### src/rtl/vga_interface_pkg.sv
// Shared VGA 640x480@60 timing constants, bus widths and colour payload type
// for the display-side pixel interface.
package vga_interface_pkg;

    localparam int unsigned CNT_W    = 10;
    localparam int unsigned ADDRH_W  = 10;
    localparam int unsigned ADDRV_W  = 9;
    localparam int unsigned DIV_W    = 4;

    localparam int unsigned VGA_CLK_DIV   = 4;
    localparam int unsigned VGA_H_VISIBLE = 640;
    localparam int unsigned VGA_H_FRONT   = 16;
    localparam int unsigned VGA_H_SYNC    = 96;
    localparam int unsigned VGA_H_BACK    = 48;
    localparam int unsigned VGA_V_VISIBLE = 480;
    localparam int unsigned VGA_V_FRONT   = 10;
    localparam int unsigned VGA_V_SYNC    = 2;
    localparam int unsigned VGA_V_BACK    = 33;

    localparam int unsigned VGA_H_TOTAL = VGA_H_VISIBLE + VGA_H_FRONT + VGA_H_SYNC + VGA_H_BACK;
    localparam int unsigned VGA_V_TOTAL = VGA_V_VISIBLE + VGA_V_FRONT + VGA_V_SYNC + VGA_V_BACK;
    localparam int unsigned VGA_H_SYNC_START = VGA_H_VISIBLE + VGA_H_FRONT;
    localparam int unsigned VGA_H_SYNC_END   = VGA_H_SYNC_START + VGA_H_SYNC - 1;
    localparam int unsigned VGA_V_SYNC_START = VGA_V_VISIBLE + VGA_V_FRONT;
    localparam int unsigned VGA_V_SYNC_END   = VGA_V_SYNC_START + VGA_V_SYNC - 1;

    // 3-3-2 colour as wired to the resistor DAC
    typedef struct packed {
        logic [2:0] r;
        logic [2:0] g;
        logic [1:0] b;
    } rgb332_t;

    localparam rgb332_t COLOUR_BLACK = '0;

    function automatic logic in_span(input logic [CNT_W-1:0] v,
                                     input logic [CNT_W-1:0] lo,
                                     input logic [CNT_W-1:0] hi);
        return (v >= lo) && (v <= hi);
    endfunction

endpackage

### src/rtl/vga_interface_if.sv
// Pixel-address / colour bus between the VGA timing block and the renderer,
// plus the connector-side sync and colour pins.
interface vga_interface_if;
    import vga_interface_pkg::*;

    logic [ADDRH_W-1:0] addrh;
    logic [ADDRV_W-1:0] addrv;
    rgb332_t            colour_in;
    rgb332_t            colour_out;
    logic               hs;
    logic               vs;
    logic               frame_start;

    modport master (
        output addrh, addrv, colour_out, hs, vs, frame_start,
        input  colour_in
    );

    modport slave (
        input  addrh, addrv, colour_out, hs, vs, frame_start,
        output colour_in
    );
endinterface

### src/rtl/vga_wrap_counter.sv
// Enable-gated up-counter that wraps from MAX back to zero; wrap_c flags the
// enabled cycle on which the wrap happens.
module vga_wrap_counter #(
    parameter int unsigned MAX   = 1,
    parameter int unsigned WIDTH = 1
) (
    input  logic             clk,
    input  logic             rst,
    input  logic             en,
    output logic [WIDTH-1:0] cnt,
    output logic             wrap_c
);
    localparam logic [WIDTH-1:0] MAX_V = WIDTH'(MAX);

    always_comb wrap_c = en && (cnt == MAX_V);

    always_ff @(posedge clk or posedge rst) begin
        if (rst) begin
            cnt <= '0;
        end else if (en) begin
            cnt <= wrap_c ? '0 : cnt + WIDTH'(1);
        end
    end
endmodule

### src/rtl/vga_interface.sv
// VGA timing generator: drives pixel addresses to the renderer, returns its
// colour one pixel tick later with matching syncs, blanked outside the frame.
module vga_interface
    import vga_interface_pkg::*;
#(
    parameter int unsigned CLK_DIV   = VGA_CLK_DIV,
    parameter int unsigned H_VISIBLE = VGA_H_VISIBLE,
    parameter int unsigned H_FRONT   = VGA_H_FRONT,
    parameter int unsigned H_SYNC    = VGA_H_SYNC,
    parameter int unsigned H_BACK    = VGA_H_BACK,
    parameter int unsigned V_VISIBLE = VGA_V_VISIBLE,
    parameter int unsigned V_FRONT   = VGA_V_FRONT,
    parameter int unsigned V_SYNC    = VGA_V_SYNC,
    parameter int unsigned V_BACK    = VGA_V_BACK
) (
    input  logic            clk,
    input  logic            rst,
    vga_interface_if.master bus
);
    localparam int unsigned H_TOTAL = H_VISIBLE + H_FRONT + H_SYNC + H_BACK;
    localparam int unsigned V_TOTAL = V_VISIBLE + V_FRONT + V_SYNC + V_BACK;

    localparam logic [CNT_W-1:0] H_VIS_LIM = CNT_W'(H_VISIBLE);
    localparam logic [CNT_W-1:0] V_VIS_LIM = CNT_W'(V_VISIBLE);
    localparam logic [CNT_W-1:0] HS_FIRST  = CNT_W'(H_VISIBLE + H_FRONT);
    localparam logic [CNT_W-1:0] HS_LAST   = CNT_W'(H_VISIBLE + H_FRONT + H_SYNC - 1);
    localparam logic [CNT_W-1:0] VS_FIRST  = CNT_W'(V_VISIBLE + V_FRONT);
    localparam logic [CNT_W-1:0] VS_LAST   = CNT_W'(V_VISIBLE + V_FRONT + V_SYNC - 1);
    localparam logic [DIV_W-1:0] DIV_LAST  = DIV_W'(CLK_DIV - 1);

    logic [DIV_W-1:0] div_cnt;
    logic [CNT_W-1:0] hcnt;
    logic [CNT_W-1:0] vcnt;
    logic             div_wrap_c;
    logic             h_wrap_c;
    logic             v_wrap_c;
    logic             pix_tick_c;
    logic             line_end_c;

    logic h_vis_c;
    logic v_vis_c;
    logic hs_c;
    logic vs_c;

    logic vis0;
    logic hs0;
    logic vs0;

    vga_wrap_counter #(.MAX(CLK_DIV - 1), .WIDTH(DIV_W)) u_div (
        .clk    (clk),
        .rst    (rst),
        .en     (1'b1),
        .cnt    (div_cnt),
        .wrap_c (div_wrap_c)
    );

    vga_wrap_counter #(.MAX(H_TOTAL - 1), .WIDTH(CNT_W)) u_hcnt (
        .clk    (clk),
        .rst    (rst),
        .en     (div_wrap_c),
        .cnt    (hcnt),
        .wrap_c (h_wrap_c)
    );

    vga_wrap_counter #(.MAX(V_TOTAL - 1), .WIDTH(CNT_W)) u_vcnt (
        .clk    (clk),
        .rst    (rst),
        .en     (line_end_c),
        .cnt    (vcnt),
        .wrap_c (v_wrap_c)
    );

    // Window compares on the live counters, captured by stage 0
    always_comb begin
        pix_tick_c = (div_cnt == DIV_LAST);
        line_end_c = pix_tick_c && h_wrap_c;
        h_vis_c    = (hcnt < H_VIS_LIM);
        v_vis_c    = (vcnt < V_VIS_LIM);
        hs_c       = !in_span(hcnt, HS_FIRST, HS_LAST);
        vs_c       = !in_span(vcnt, VS_FIRST, VS_LAST);
    end

    // Stage 0: addresses out to the renderer, visibility and syncs held alongside
    always_ff @(posedge clk or posedge rst) begin
        if (rst) begin
            bus.addrh <= '0;
            bus.addrv <= '0;
            vis0      <= 1'b0;
            hs0       <= 1'b1;
            vs0       <= 1'b1;
        end else if (pix_tick_c) begin
            bus.addrh <= h_vis_c ? ADDRH_W'(hcnt) : '0;
            bus.addrv <= v_vis_c ? vcnt[ADDRV_W-1:0] : '0;
            vis0      <= h_vis_c && v_vis_c;
            hs0       <= hs_c;
            vs0       <= vs_c;
        end
    end

    // Stage 1: renderer colour meets its syncs at the pins; frame pulse follows the 0,0 reload
    always_ff @(posedge clk or posedge rst) begin
        if (rst) begin
            bus.colour_out  <= COLOUR_BLACK;
            bus.hs          <= 1'b1;
            bus.vs          <= 1'b1;
            bus.frame_start <= 1'b0;
        end else begin
            bus.frame_start <= v_wrap_c;
            if (pix_tick_c) begin
                bus.colour_out <= vis0 ? bus.colour_in : COLOUR_BLACK;
                bus.hs         <= hs0;
                bus.vs         <= vs0;
            end
        end
    end
endmodule

### src/flat_wrapper.sv
// flat-port wrapper written by rule: the top's interface ports become plain ports
module vga_interface_flat import vga_interface_pkg::*;
#(
    parameter int unsigned CLK_DIV   = VGA_CLK_DIV,
    parameter int unsigned H_VISIBLE = VGA_H_VISIBLE,
    parameter int unsigned H_FRONT   = VGA_H_FRONT,
    parameter int unsigned H_SYNC    = VGA_H_SYNC,
    parameter int unsigned H_BACK    = VGA_H_BACK,
    parameter int unsigned V_VISIBLE = VGA_V_VISIBLE,
    parameter int unsigned V_FRONT   = VGA_V_FRONT,
    parameter int unsigned V_SYNC    = VGA_V_SYNC,
    parameter int unsigned V_BACK    = VGA_V_BACK
)
  (clk, rst, bus_addrh, bus_addrv, bus_colour_out, bus_hs, bus_vs, bus_frame_start, bus_colour_in);
  vga_interface_if bus_i ();
  input  logic clk;
  input  logic rst;
  output wire logic [$bits(bus_i.addrh)-1:0] bus_addrh;
  output wire logic [$bits(bus_i.addrv)-1:0] bus_addrv;
  output wire logic [$bits(bus_i.colour_out)-1:0] bus_colour_out;
  output wire logic [$bits(bus_i.hs)-1:0] bus_hs;
  output wire logic [$bits(bus_i.vs)-1:0] bus_vs;
  output wire logic [$bits(bus_i.frame_start)-1:0] bus_frame_start;
  input wire logic [$bits(bus_i.colour_in)-1:0] bus_colour_in;
  assign bus_addrh = bus_i.addrh;
  assign bus_addrv = bus_i.addrv;
  assign bus_colour_out = bus_i.colour_out;
  assign bus_hs = bus_i.hs;
  assign bus_vs = bus_i.vs;
  assign bus_frame_start = bus_i.frame_start;
  assign bus_i.colour_in = bus_colour_in;
  vga_interface #(.CLK_DIV(CLK_DIV), .H_VISIBLE(H_VISIBLE), .H_FRONT(H_FRONT), .H_SYNC(H_SYNC), .H_BACK(H_BACK), .V_VISIBLE(V_VISIBLE), .V_FRONT(V_FRONT), .V_SYNC(V_SYNC), .V_BACK(V_BACK)) u_core (.clk(clk), .rst(rst), .bus(bus_i));
endmodule
### config.mk
export PLATFORM = sky130hd
export DESIGN_NAME = vga_interface_flat
export DESIGN_NICKNAME = d
export VERILOG_FILES = /design/src/rtl/vga_interface_pkg.sv /design/src/rtl/vga_interface_if.sv /design/src/rtl/vga_wrap_counter.sv /design/src/rtl/vga_interface.sv /design/src/flat_wrapper.sv
export SDC_FILE = /design/constraint.sdc
export NUM_CORES = 1
export LEC_CHECK = 0
export BUFFER_PORTS_ARGS = -buffer_cell sky130_fd_sc_hd__buf_4
export CORE_ASPECT_RATIO = 1.25
export CORE_MARGIN = 8
export CORE_UTILIZATION = 55
export DETAILED_ROUTE_END_ITERATION = 10
export GPL_ROUTABILITY_DRIVEN = 0
export PLACE_DENSITY = 0.77
export SLEW_MARGIN = 5
export SYNTH_ARGS = -nofsm -noshare
export SYNTH_HDL_FRONTEND = slang
export SYNTH_SLANG_ARGS = --single-unit
### constraint.sdc
create_clock -name clk -period 2.3 [get_ports clk]
set_clock_uncertainty 0.15 [all_clocks]
set_input_delay 0.345 -clock clk [delete_from_list [all_inputs] [get_ports clk]]
set_output_delay 0.345 -clock clk [all_outputs]
set_load 0.02 [all_outputs]
==> results.json, run 1 <==
{
  "fin_setup_tns_ps": 0,
  "stdcell_count": 340,
  "syn_area_sq_mm": 0.00243,
  "yosysSeqAreaShare": 0.588,
  "synth_common_cells": "53 x dfrtp_1, 37 x nand2_1, 22 x nand3_1",
  "antennaDiodeCount": 0,
  "slowest_stage": "or4_1",
  "row_count": 27,
  "max_freq_mhz": 478,
  "synthToLayoutAreaGrowth_pct": 25.9,
  "setup_viol_count_final": 0,
  "layout_setup_ws_ps": 209,
  "grt_pass1_vias": 1938,
  "netSwitchingPower_uw": 437,
  "hold_class": "input pin to async pin",
  "cts.clk_slew.worst_paths_ps": 70,
  "worstMarginPinSlew_ps": 836,
  "postCtsSetupBuffers": 0,
  "drt-wirelength-per-cell_um": 15.7,
  "power.density_mw_per_mm2": 697,
  "hold_violations": 0,
  "core_sq_mm": 0.00432,
  "dpl_cell_area_sq_mm": 0.00281,
  "grt_pass1_wl_um": 9050,
  "yosysMostFrequentCell": "dfrtp_1",
  "via_per_inst": 5.55,
  "worstPathMaxFanout": 6,
  "irDropWorstVdd_uv": 805,
  "synth_top_area_cell": "dfrtp_1",
  "grtUsageTotal": 0.171,
  "grt-ovfl-total": 0,
  "drive_above_1_share": 0.252,
  "cp.required_ps": 2390,
  "power_frac_comb": 0.028,
  "drt-total-wl_um": 5330,
  "fin_crit_sh": 0.909,
  "route.vias.total": 1887,
  "fp.dieArea_sq_mm": 0.00683,
  "critPathKind": "register to register",
  "place_inst": 321,
  "synth.area.top_cells": "dfrtp_1 54%, a22o_1 6.1%, nand2_1 5.7%, nand3_1 4.5%, dfstp_2 4.3%",
  "leakagePower_uw": 0.00149,
  "cap_violations": 0,
  "nets": 292,
  "ant_nets": 0,
  "finalInstanceArea_sq_mm": 0.00307,
  "io_pins": 40,
  "synth_top_area_frac": 0.545,
  "fin_hold_ws_ps": 39.5,
  "cp-start-kind": "register",
  "status": "complete, no violations",
  "syn_inst": 230,
  "drt-initial-drc-count": 64,
  "slew_violations": 0,
  "rrSetupSlack_ps": 210,
  "worstPathArrival_ps": 2180,
  "cts_resized": 0,
  "cp_cell_sequence": "ha_1 -> nor3b_2 -> nand4_1 -> or4_1 -> o211ai_1",
  "ctsLongestPathBuffers": 2,
  "synthArstFlopShare": 1.00,
  "cts-root-buf": "clkbuf_8",
  "synth.avg_cell_area_sq_um": 10.6,
  "p_int_uw": 1700,
  "yosysWarnings": 0,
  "syn_nets": 245,
  "cts_buffers": 9,
  "die_h_um": 90.4,
  "remaining_drc_errors": 0,
  "grt_max_degree": 42,
  "pre_cts_slack_ps": 199,
  "portBuffers": 39,
  "p_clk_frac": 0.497,
  "die_w_um": 75.5,
  "hold_buffers": 0,
  "detail_route.first_pass.iterations": 4,
  "start_util": 0.563,
  "ys_seq_elements": 57,
  "cts_sinks": 57,
  "slew_headroom": 0.442,
  "setup.worst_path.end_class": "register",
  "cts_max_level": 3,
  "synth_cell_types": 34,
  "fillerInstances": 342,
  "ys.flop_type": "dfrtp_1",
  "cts_tree": "built",
  "period_needed_ps": 2090,
  "antenna_found_initial": 0,
  "synth_edf_count": 0,
  "insertion_delay_ps": 340,
  "dpl.hpwl_um": 3690,
  "slowest_delay_ps": 550,
  "p_sw_frac": 0.205,
  "seq_power_share": 0.475
}
-- path summary, 6_finish.rpt --
check,startpoint,to,depth (start not counted)
max,u_core.u_div.cnt[0],u_core.u_vcnt.cnt[3],5
min,rst,u_core.bus.colour_out[3],2
max reg2reg,u_core.u_div.cnt[0],u_core.u_vcnt.cnt[3],5
min reg2reg,u_core.vs0,u_core.bus.vs,2
max in group asynchronous,rst,u_core.bus.addrh[3],3
min in group clk,bus_colour_in[1],u_core.bus.colour_out[1],3
-- per-layer routing --
| metal | vias up | part of all wire | track usage |
|---|---|---|---|
| li1 | 901 | - | - |
| met1 | 925 | 0.42 | 0.206 |
| met2 | 53 | 0.50 | 0.266 |
| met3 | 8 | 0.064 | 0.0422 |
| met4 | 0 | 0.013 | 0.0965 |
| met5 | - | 0 | 0 |
-- cell type report --
| type | instances | area [sq um] | area share |
|---|---|---|---|
| flip-flops and latches | 57 | 1430 | 0.467 |
| inverters | 8 | 30.0 | 0.00980 |
| multi-input cells | 152 | 922 | 0.301 |
| clock inverters | 5 | 77.6 | 0.0253 |
| well taps | 58 | 72.6 | 0.0237 |
| clock buffers | 11 | 151 | 0.0494 |
| repair buffers | 49 | 380 | 0.124 |
-- state kept, by name (all words and copies together) (netlist names) --
| name | cells |
|---|---|
| u_core.bus.addrh | 10 |
| u_core.u_div.cnt | 4 |
| u_core.bus.colour_out | 8 |
| u_core.bus.hs | 1 |
| u_core.vs0 | 1 |
| u_core.bus.addrv | 9 |
| u_core.u_vcnt.cnt | 10 |
| u_core.vis0 | 1 |
| u_core.bus.frame_start | 1 |
| u_core.bus.vs | 1 |
| u_core.hs0 | 1 |
| u_core.u_hcnt.cnt | 10 |
-- power by group through the flow --
stage | Clock [uW] | Combinational (uW) | Sequential [uW]
final | 1060 | 60.1 | 1010
after global routing | 1110 | 67.7 | 1010
after floorplan | 0 | 19.2 | 1040
after CTS | 1070 | 62.3 | 1010
after global placement | 0 | 61.1 | 1030
after detailed placement | 0 | 62.3 | 1030
-- worst max-delay path: cells and delay by family, from the launching register on --
| kind | cells | cell delay [ps] |
|---|---|---|
| and+or+nand+nor | 3 | 1150 |
| AOI/OAI and AO/OA | 1 | 120 |
| adders and majority gates | 1 | 210 |
| DFF | 1 | 370 |
-- per-stage QoR --
stage,total power (uW),utilization
2_1_floorplan,1060,-
3_3_place_gp,1090,0.651
3_5_place_dp,1090,0.651
4_1_cts,2150,0.704
5_1_grt,2190,0.709
6_report,2140,0.709
-- cell usage in the layout (no fill, tap or decap), types with 2 or more instances in the layout --
master and count:
a21oi_1 2, a22o_1 17, and3_1 4, and4_1 4, buf_4 48, bufinv_16 2, clkbuf_8 11, clkinv_2 2
dfrtp_1 53, dfstp_2 4, ha_1 5, inv_1 7, nand2_1 37, nand3_1 22, nand3b_1 2, nand4_1 7
nor2_1 10, nor3_1 4, o21ai_0 13, or3_1 2, or4_1 2, xnor2_1 6, xor2_1 4
-- logic make-up (layout without fill, tap and decap cells) --
kind of cell,Yosys count,in the layout,share of synthesized area
and+or+nand+nor,100,100,0.205
muxes,1,1,0.00462
DFF,57,57,0.588
adders and majority gates,5,5,0.0257
xor gates and xnor gates,10,10,0.0360
AOI/OAI and AO/OA,36,36,0.105
buffers and inverters,21,73,0.0355
(Power assumes the default switching activity.)
==> run 2, diff against run 1 <==
--- a/config.mk
+++ b/config.mk
@@ -8,10 +8,10 @@
 export BUFFER_PORTS_ARGS = -buffer_cell sky130_fd_sc_hd__buf_4
 export CORE_ASPECT_RATIO = 1.25
 export CORE_MARGIN = 8
-export CORE_UTILIZATION = 55
+export CORE_UTILIZATION = 29
 export DETAILED_ROUTE_END_ITERATION = 10
 export GPL_ROUTABILITY_DRIVEN = 0
-export PLACE_DENSITY = 0.77
+export PLACE_DENSITY = 0.46
 export SLEW_MARGIN = 5
 export SYNTH_ARGS = -nofsm -noshare
 export SYNTH_HDL_FRONTEND = slang
==> results.json, run 2 (synthesis results as in run 1) <==
{
  "status": "complete, no violations",
  "cp.required_ps": 2410,
  "reg2reg_to": "u_core.u_vcnt.cnt[3]",
  "core_sq_mm": 0.00819,
  "drt-initial-drc-count": 49,
  "mostFrequentLayoutCells": "53 x dfrtp_1, 45 x buf_4, 37 x nand2_1, 22 x nand3_1, 17 x a22o_1",
  "power.density_mw_per_mm2": 719,
  "ctsLongestPathBuffers": 2,
  "hold_path_end": "u_core.bus.colour_out[2]",
  "antenna_found_initial": 0,
  "grt_util_met3": 0.0341,
  "worstPathMaxFanout": 7,
  "min_path_cells": 3,
  "cts_sinks": 57,
  "met1_usage": 0.110,
  "fin_hold_ws_ps": 79.7,
  "cap_violations": 0,
  "irDropWorstVdd_uv": 266,
  "worstHoldStart": "bus_colour_in[2]",
  "synthToLayoutAreaGrowth_pct": 29.2,
  "max_freq_mhz": 477,
  "grtUsageTotal": 0.106,
  "period_needed_ps": 2100,
  "leakagePower_uw": 0.00150,
  "fin_setup_tns_ps": 0,
  "ant_nets": 0,
  "fp.dieArea_sq_mm": 0.0116,
  "critPathKind": "register to register",
  "fin_crit_sh": 0.912,
  "busiest_layer": "met2",
  "insertion_delay_ps": 340,
  "grt_max_degree": 58,
  "die_h_um": 118,
  "cp-start-kind": "register",
  "stdcell_count": 378,
  "antennaDiodeCount": 0,
  "top_regs": "u_core.bus.addrh (10), u_core.u_hcnt.cnt (10), u_core.u_vcnt.cnt (10)",
  "hold_violations": 0,
  "slew_violations": 0,
  "drive_above_1_share": 0.242,
  "reg2reg_depth": 5,
  "cts_tree": "built",
  "cts-root-buf": "clkbuf_8",
  "portBuffers": 39,
  "row_count": 37,
  "final_common_cell": "dfrtp_1",
  "slew_headroom": 0.719,
  "hold_class": "input pin to register",
  "route.vias.total": 1876,
  "rrSetupSlack_ps": 200,
  "setup.worst_path.end_class": "register",
  "io_pins": 40,
  "worstPathArrival_ps": 2200,
  "setup_viol_count_final": 0,
  "grt-ovfl-total": 0,
  "drt-wirelength-per-cell_um": 15.3,
  "grt_pass1_vias": 1992,
  "nets": 291,
  "fillerInstances": 819,
  "start_util": 0.297,
  "gr-usage-met2": 0.180,
  "worstMarginPinSlew_ps": 422,
  "die_w_um": 98.0,
  "remaining_drc_errors": 0,
  "dpl.hpwl_um": 4020,
  "via_per_inst": 4.96,
  "place_inst": 361,
  "final_util": 0.384,
  "startpoint": "u_core.u_div.cnt[0]",
  "rsz0062_at_grt": "false",
  "grt_pass1_wl_um": 9800,
  "cts_max_level": 3,
  "r2r-start": "u_core.u_div.cnt[0]",
  "drt-total-wl_um": 5780,
  "cts_buffers": 9,
  "detail_route.first_pass.iterations": 5,
  "cts.clk_slew.worst_paths_ps": 70
}
==> run 2: cell count changes in the layout (fill, tap and decap cells not counted) <==
cell / change
clkinv_4: +1
bufinv_16: +1
dlygate4sd3_1: +1
clkbuf_1: +1
clkinvlp_4: -1
buf_12: +1
clkinv_2: -2
buf_4: -3
==> run 2: repair_timing <==
action                    4_1_cts  5_1_grt
hold buffers                    1        0
hold endpoints to repair       53        0
resized for setup               0        0
setup buffers                   0        0
==> run 2: how the worst max path moves through the flow <==
stage                                       to  slack, ps
after floorplan            u_core.bus.addrh[0]        410
after global placement    u_core.u_vcnt.cnt[3]        300
after detailed placement  u_core.u_vcnt.cnt[3]        220
after CTS                 u_core.u_vcnt.cnt[3]        200
after global routing      u_core.u_vcnt.cnt[3]         20
final                     u_core.u_vcnt.cnt[3]        200
==> run 2: through the flow <==
stage	power (uW)	setup WS, ps	instance area (sq um)
floorplan	1060	412	2430
global placement	1100	295	2880
detailed placement	1100	224	2880
CTS	2300	202	3150
global route	2340	19.7	3150
finish	2260	203	3150
==> run 2: report_power, final <==
group	internal, uW	leakage [uW]	switching (uW)
Combinational	25.4	0.000641	37.4
Sequential	1010	0.000729	3.65
Clock	781	0.000127	403
==> run 2: per-layer routing <==
layer  up-vias  routed length (um)
met5         -                   0
met4         0                 250
met1       912                2350
met2        43                2920
met3        18                 267
li1        903                   -
==> run 2: final cells by class <==
class,count,area [sq um],share of cell area
Inverter,8,30.0,0.00954
Sequential cell,57,1430,0.455
Clock inverter,4,98.8,0.0314
Timing Repair Buffer,48,388,0.123
Multi-Input combinational cell,152,922,0.293
Clock buffer,12,155,0.0493
Tap cell,97,121,0.0386
==> run 2: worst max-delay path, cell delays in order (launching register included) <==
cell and delay, ps:
dfrtp_1 380, ha_1 210, nor3b_2 290, nand4_1 310, or4_1 580, o211ai_1 100
==> run 3, diff against run 2 <==
--- a/config.mk
+++ b/config.mk
@@ -12,6 +12,8 @@
 export DETAILED_ROUTE_END_ITERATION = 10
 export GPL_ROUTABILITY_DRIVEN = 0
 export PLACE_DENSITY = 0.46
+export RECOVER_POWER = 25
+export SETUP_SLACK_MARGIN = 0.5
 export SLEW_MARGIN = 5
 export SYNTH_ARGS = -nofsm -noshare
 export SYNTH_HDL_FRONTEND = slang
==> results.json, run 3 (synthesis results as in run 1) <==
{
  "via_per_inst": 4.87,
  "route.vias.total": 1918,
  "power_frac_comb": 0.029,
  "grt-ovfl-total": 0,
  "irDropWorstVdd_uv": 266,
  "p_clk_frac": 0.497,
  "fin_setup_tns_ps": 0,
  "startpoint": "u_core.u_div.cnt[0]",
  "worstHoldStart": "bus_colour_in[4]",
  "setup.worst_path.end_class": "register",
  "io_pins": 40,
  "rsz0062_at_grt": "true",
  "synthToLayoutAreaGrowth_pct": 34.9,
  "grt_max_degree": 34,
  "portBuffers": 39,
  "final_common_cell": "dfrtp_1",
  "grt_pass1_wl_um": 10100,
  "fin_crit_sh": 0.786,
  "cts-root-buf": "clkbuf_8",
  "r2r-start": "u_core.u_div.cnt[0]",
  "ant_nets": 0,
  "drt-total-wl_um": 6110,
  "grtUsageTotal": 0.108,
  "cts_buffers": 9,
  "row_count": 37,
  "top_regs": "u_core.bus.addrh (10), u_core.u_hcnt.cnt (10), u_core.u_vcnt.cnt (10)",
  "setup_viol_count_final": 0,
  "antenna_found_initial": 0,
  "start_util": 0.297,
  "critPathKind": "register to register",
  "netSwitchingPower_uw": 439,
  "leakagePower_uw": 0.00155,
  "seq_power_share": 0.474,
  "p_sw_frac": 0.205,
  "cts_max_level": 3,
  "final_util": 0.401,
  "drt-initial-drc-count": 67,
  "status": "complete, no violations",
  "layout_setup_ws_ps": 492,
  "period_needed_ps": 1810,
  "cp-start-kind": "register",
  "fp.dieArea_sq_mm": 0.0116,
  "cts_sinks": 57,
  "worstPathMaxFanout": 10,
  "dpl.hpwl_um": 4120,
  "die_w_um": 98.0,
  "ctsLongestPathBuffers": 2,
  "remaining_drc_errors": 0,
  "detail_route.first_pass.iterations": 4,
  "drt-wirelength-per-cell_um": 15.5,
  "cts_tree": "built",
  "core_sq_mm": 0.00819,
  "cap_violations": 0,
  "max_freq_mhz": 553,
  "antennaDiodeCount": 0,
  "worstPathArrival_ps": 1880,
  "slew_headroom": 0.227,
  "hold_violations": 0,
  "cts.clk_slew.worst_paths_ps": 70,
  "drive_above_1_share": 0.303,
  "nets": 307,
  "mostFrequentLayoutCells": "51 x dfrtp_1, 47 x buf_4, 37 x nand2_1, 22 x nand3_1, 17 x a22o_1",
  "die_h_um": 118,
  "grt_pass1_vias": 1974,
  "pre_cts_slack_ps": 296,
  "slew_violations": 0,
  "hold_class": "input pin to register",
  "cp.required_ps": 2370,
  "power_uw": 2140,
  "power.density_mw_per_mm2": 651,
  "worstMarginPinSlew_ps": 1150,
  "insertion_delay_ps": 330,
  "p_int_uw": 1700
}
run 3: cell count changes in the layout (fill, tap and decap cells not counted), moves of 2 or more:
cell / before / now
nor3_1: 4 / 2
clkbuf_1: 1 / 9
and3_1: 4 / 2
clkbuf_4: 0 / 2
buf_4: 45 / 47
clkinv_2: 0 / 2
dfrtp_2: 0 / 2
and4_4: 0 / 2
and4_1: 4 / 2
buf_6: 0 / 3
dfrtp_1: 53 / 51
run 3: timing repair:
item                                    CTS  global route
setup buffers                             9             8
endpoints found under the setup margin   28            11
resized for setup                         9            12
hold buffers                              1             0
pin swaps                                 5             8
endpoints found under the hold margin    24             0
run 3: power groups by stage:
stage | sequential, uW | combinational, uW | clock (uW)
3_5_place_dp | 1030 | 65.3 | 0
4_1_cts | 1010 | 66.6 | 1080
2_1_floorplan | 1040 | 19.5 | 0
3_3_place_gp | 1030 | 65.0 | 0
5_1_grt | 1010 | 69.7 | 1120
6_report | 1010 | 61.5 | 1060
run 3: layout make-up:
cell class / count / area (sq um)
fillers: 814 / 4910
flip-flops and latches: 57 / 1430
multi-input cells: 152 / 983
repair buffers: 64 / 485
clock buffers: 11 / 151
well taps: 97 / 121
clock inverters: 5 / 77.6
inverters: 8 / 31.3
run 3: worst paths after layout:
kind / to / slack [ps] / cells after the start
min in group asynchronous: u_core.u_vcnt.cnt[1] / 640 / 3
max reg2reg: u_core.vis0 / 490 / 6
min reg2reg: u_core.bus.vs / 300 / 2
max: u_core.vis0 / 490 / 6
min: u_core.bus.colour_out[4] / 90 / 3
max in group asynchronous: u_core.bus.vs / 620 / 4
run 3: metal layers:
metal	up-vias	wire length [um]	GRT usage
met3	8	221	0.0370
met4	0	80	0.0440
met5	-	0	0
li1	933	-	-
met2	26	3110	0.178
met1	951	2700	0.127
run 3: stage by stage:
step	hold WS, ps	instance area (sq um)	cells
finish	85.3	3280	394
global route	75.6	3280	394
CTS	72.9	3220	386
detailed placement	294	2880	360
global placement	291	2880	360
floorplan	280	2450	230
run 3: worst max-delay path, cell delays in order, from the launching register on:
cell	delay [ps]
dfrtp_1	380
ha_1	210
nor3b_4	160
buf_6	140
buf_4	140
and2_2	240
a32o_1	280
